<file path="src/rtl/rf_write_arbiter.sv">
// Two-source register-file write arbiter: loads (M) win by default, and a
// starvation counter temporarily gives the ALU (A) priority.
module rf_write_arbiter #(
  parameter int unsigned STARVE_LIMIT = 3
) (
  input  logic        clk,
  input  logic        rst_n,
  input  logic        a_valid,
  input  logic [4:0]  a_reg,
  input  logic [31:0] a_data,
  output logic        a_ready,
  input  logic        m_valid,
  input  logic [4:0]  m_reg,
  input  logic [31:0] m_data,
  output logic        m_ready,
  input  logic        wr_hold,
  output logic        reg_write_en,
  output logic [4:0]  write_reg,
  output logic [31:0] write_data,
  output logic        grant_src,
  output logic        force_a
);

  // state   | meaning
  // NORMAL  | M has priority, A waits while M is valid
  // FORCE_A | A starved too long, A has priority for one acceptance
  typedef enum logic {
    NORMAL  = 1'b0,
    FORCE_A = 1'b1
  } state_t;

  localparam logic [3:0] LIMIT = 4'(STARVE_LIMIT);

  state_t     state, state_nxt;
  logic [3:0] starve_cnt, starve_nxt;
  logic       a_acc, m_acc;

  // Readies are never raised during reset so a request seen then is not consumed.
  always_comb begin
    a_ready = 1'b0;
    m_ready = 1'b0;
    if (rst_n && !wr_hold) begin
      if (state == NORMAL) begin
        m_ready = m_valid;
        a_ready = a_valid & ~m_valid;
      end else begin
        a_ready = a_valid;
        m_ready = m_valid & ~a_valid;
      end
    end
  end

  assign a_acc   = a_valid & a_ready;
  assign m_acc   = m_valid & m_ready;
  assign force_a = (state == FORCE_A);

  always_comb begin
    starve_nxt = starve_cnt;
    state_nxt  = state;
    if (!wr_hold) begin
      if (a_valid && !a_ready)
        starve_nxt = (starve_cnt >= LIMIT) ? LIMIT : starve_cnt + 4'd1;
      else
        starve_nxt = 4'd0;
      case (state)
        NORMAL:  if (starve_nxt == LIMIT) state_nxt = FORCE_A;
        FORCE_A: if (a_acc || !a_valid) state_nxt = NORMAL;
        default: state_nxt = NORMAL;
      endcase
    end
  end

  always_ff @(posedge clk) begin
    if (!rst_n) begin
      state        <= NORMAL;
      starve_cnt   <= 4'd0;
      reg_write_en <= 1'b0;
      write_reg    <= 5'd0;
      write_data   <= 32'd0;
      grant_src    <= 1'b0;
    end else begin
      state        <= state_nxt;
      starve_cnt   <= starve_nxt;
      reg_write_en <= 1'b0;
      // Writes to $0 are still accepted but never reach the register file.
      if (m_acc) begin
        write_reg    <= m_reg;
        write_data   <= m_data;
        grant_src    <= 1'b1;
        reg_write_en <= (m_reg != 5'd0);
      end else if (a_acc) begin
        write_reg    <= a_reg;
        write_data   <= a_data;
        grant_src    <= 1'b0;
        reg_write_en <= (a_reg != 5'd0);
      end
    end
  end

endmodule

</file>
<file path="config.mk">
export PLATFORM = sky130hd
export DESIGN_NAME = rf_write_arbiter
export DESIGN_NICKNAME = d
export VERILOG_FILES = /design/src/rtl/rf_write_arbiter.sv
export SDC_FILE = /design/constraint.sdc
export NUM_CORES = 1
export LEC_CHECK = 0
export BUFFER_PORTS_ARGS = -buffer_cell sky130_fd_sc_hd__buf_2
export CORE_MARGIN = 2
export CORE_UTILIZATION = 50
export DETAILED_ROUTE_END_ITERATION = 16
export PLACE_DENSITY = 0.82
export SETUP_SLACK_MARGIN = 0.4
export SLEW_MARGIN = 5
export SYNTH_ARGS = -nofsm -noshare
export SYNTH_HDL_FRONTEND = slang
export SYNTH_SLANG_ARGS = --single-unit
export TNS_END_PERCENT = 10
</file>
<file path="constraint.sdc">
create_clock -name clk -period 3.7 [get_ports clk]
set_input_delay 0.555 -clock clk [delete_from_list [all_inputs] [get_ports clk]]
set_output_delay 0.555 -clock clk [all_outputs]
set_load 0.005 [all_outputs]
</file>
# Word level (Yosys, flattened, before mapping)
# Index checks and enable logic that the tools add are counted.
# word_totals
in_bits,79
word_cells,43
output_inout_bits,42
regBits,44
# classes
eq_ne,1
bitwise_logic,7
addsub,1
n_mux,18
n_reduce_logical,9
order_cmp,1
# ops
cell,n
$mux 32,2
$mux 4,3
$mux 1,10
$mux 5,2
$reduce_bool 5->1,2
$add 4x1->4 const B,1
$and 1x1->1,4
$eq 4x2->1 const B,1
$ge 4x2->1 const B,1
$logic_not 1->1,3
$not 1->1,3
$logic_and 1x1->1,2
$pmux 1 s2,1
$reduce_bool 2->1,1
$logic_or 1x1->1,1

# Logic depth before layout (Yosys ltp)
# logic_depth
word_depth,11
ltp_mapped,6
depth_no_buf,4

# Worst setup path before layout
# Ideal clock, no wire load.
# synth_timing
path_kind,input to output
start,input rst_n
end,output m_ready
slack_ns,1.917
required_time_ns,3.145
t_arrival_ns,1.228
stages,5
path_buffers,2
cell_sequence,buf_4 nand3b_1 or2_4 buf_6 inv_1
# synth_via
elab_chain_cells,2
# synth_lines
element,line,source
"start, declared",7,"input logic rst_n,"
$logic_and 1x1->1,42,if (rst_n && !wr_hold) begin
$mux 1,42,
"end, declared",15,"output logic m_ready,"
# No other way between the ends.

# Final worst setup path
# layout_timing
start,register state (netlist: force_a)
end,output m_ready
# layout_via
elab_chain_cells,2
# layout_lines
element,line,source
"start, declared",34,"state_t state, state_nxt;"
"start signal, assigned",82,state <= state_nxt;
$mux 1,43,if (state == NORMAL) begin
$mux 1,42,
# No other way between the ends.

==> flow_summary.yaml <==
setup_path:
  arrival_ns: 1.70
  critPathMaxFanout: 40
  worstSetupPathType: "reg2out"
  crit_required_ns: 3.14
  end_kind: "output pin"
  crit_path_start_kind: "flop"
power_and_ir_drop:
  seqPwrFrac: 0.492
  p_sw_uw: 301
  p_clk_frac: 0.295
  peakVddDrop_v: 0.000213
  p_sw_frac: 0.285
  power.internal_uw: 753
  leakagePower_uw: 0.00126
  power_density_nw_per_um2: 340
  p_comb_frac: 0.214
sta:
  relSlewSlack: 0.312
  fin_setup_tns_ns: 0
  whs_ns: 0.464
  skew_ns: 0.00228
  max_freq_ghz: 0.444
  slew_violations: 0
  period_needed_ns: 2.25
  grt_setup_unrepaired: "false"
  finalSetupViolations: 0
  hold_viol: 0
  worst-slew-pin-transition_ns: 1.03
  finalCritPeriodShare: 0.609
layout:
  fin_util: 0.648
  drive_gt1_frac: 0.542
  multiInputGateArea_um2: 1400
  instances_no_fill: 427
  n_antenna_cell: 0
  largest_reg_flops: 32
  seq_area_um2: 881
  fin_nets: 439
  num-fill-cells: 413
  syn2layout_area_growth_pct: 24.0
route:
  drc_errors: 0
  drt_pre_antenna_iters: 4
  drt-total-wl_um: 6870
  via_per_inst: 5.82
  routedWlPerCell_um: 16.1
  vias: 2487
  drtAntennaViolNets: 0
  drt_iter0_markers: 146
die:
  design.core.area_um2: 4790
  rows: 25
  die_width_um: 74.7
  start_util: 0.523
  pin_count: 121
  die_h_um: 74.7
  die-area_um2: 5580
global_route:
  track_usage: 0.245
  grt_pass1_wl_um: 10600
  antenna_found_initial: 0
  grt_pass1_vias: 2341
  grt_max_degree: 41
  gr-total-overflow: 0
clock_tree:
  htree_levels: 2
  numCtsBuffers: 5
  clock_path_buffers: 2
  cts_root_buf: "clkbuf_8"
  clock_latency_ns: 0.29
  cts_resized: 0
  cts_tree: "built"
  post_cts_buffers: 0
  ctsHoldBuffers: 0
  path_clk_slew_ns: 0.08
  clock_sinks: 44
synth:
  synthCells: 258
  yosysSeqAreaShare: 0.352
  yosysWarningCount: 0
  postSynthAreaPerCell_um2: 9.69
  yosys_most_used_dff: "dfxtp_1"
  syn-cell-area_um2: 2500
  async_flop_share: 0
  synth_cell_types: 29
  syn_nets: 338
  yosys_register_bits: 44
  synth_edf_count: 0
place:
  dp.cells: 419
  io_buffers: 120
  routabilityCongestion: 0.724
  hpwl_um: 4340
flow_run:
  maxCapViolCount: 0
status:
  status: "finished clean"
worst_hold_path:
  worst_hold_path_type: "reg2reg"
==> power groups by stage <==
stage | clock network [uW] | registers (uW) | logic (uW)
floorplan | 0 | 531 | 140
global placement | 0 | 528 | 221
detailed placement | 0 | 529 | 226
CTS | 317 | 518 | 227
global route | 338 | 521 | 246
finish | 310 | 518 | 225
==> metal layers <==
layer,up-vias,share of wire,GRT usage
met3,12,0.081,0.0589
met1,1153,0.41,0.301
met2,117,0.48,0.419
met5,-,0,0
li1,1205,-,-
met4,0,0.019,0.0853
==> path summary, 6_finish.rpt <==
kind,from,endpoint,slack (ns),depth (start not counted)
hold reg to reg,grant_src$_SDFFE_PN0P_,grant_src$_SDFFE_PN0P_,0.46,2
hold / removal,grant_src$_SDFFE_PN0P_,grant_src$_SDFFE_PN0P_,0.46,2
setup / recovery,force_a$_SDFFE_PN0N_,m_ready,1.45,4
setup reg to reg,force_a$_SDFFE_PN0N_,write_data[0]$_SDFFE_PN0P_,2.17,3
==> cell usage in the layout, fill, tap and decap left out, drive strengths merged, types with 3 or more instances in the layout <==
master	Yosys	routed
clkbuf	3	6
nand2	3	3
nor2	3	3
a21oi	38	38
buf	28	125
a2111oi	39	39
nor3	76	76
inv	3	3
and3	4	4
dfxtp	44	44
and2	3	3
==> synth_stat cells, types with 4 or more instances <==
cell	n	area share
a2111oi_2	37	0.22
a21oi_1	18	0.036
a21oi_2	20	0.070
and3_1	4	0.010
buf_2	16	0.032
buf_4	5	0.015
buf_6	5	0.023
dfxtp_1	44	0.35
nor3_1	76	0.15
==> stage by stage <==
step	instance area [um2]	setup slack, ns	total power, uW
floorplan	2500	1.92	671
global placement	3010	1.46	750
detailed placement	3010	1.43	755
CTS	3100	1.41	1060
global route	3100	1.26	1110
finish	3100	1.45	1050
==> area by class of cell <==
class                           instances  share of cell area
Clock buffer                            6              0.0266
Clock inverter                          2             0.00323
Inverter                                3             0.00363
Multi-Input combinational cell        180               0.450
Sequential cell                        44               0.284
Tap cell                               67              0.0270
Timing Repair Buffer                  125               0.206
==> critical path, cell delays in order, from the launching register on <==
cell     delay, ns
dfxtp_1       0.40
and2_1        0.17
or2_4         0.61
inv_1         0.08
buf_2         0.15
==> cell families (layout without fill, tap and decap cells) <==
kind of cell	count (synthesis)	count (layout)	synth area share
flip-flops	44	44	0.352
adder cells (fa/ha/maj)	1	1	0.00500
AO/OA/AOI/OAI	82	82	0.350
AND/OR/NAND/NOR	97	97	0.202
buffers and inverters	34	136	0.0905
No activity file was read; power rests on OpenSTA's default activity.
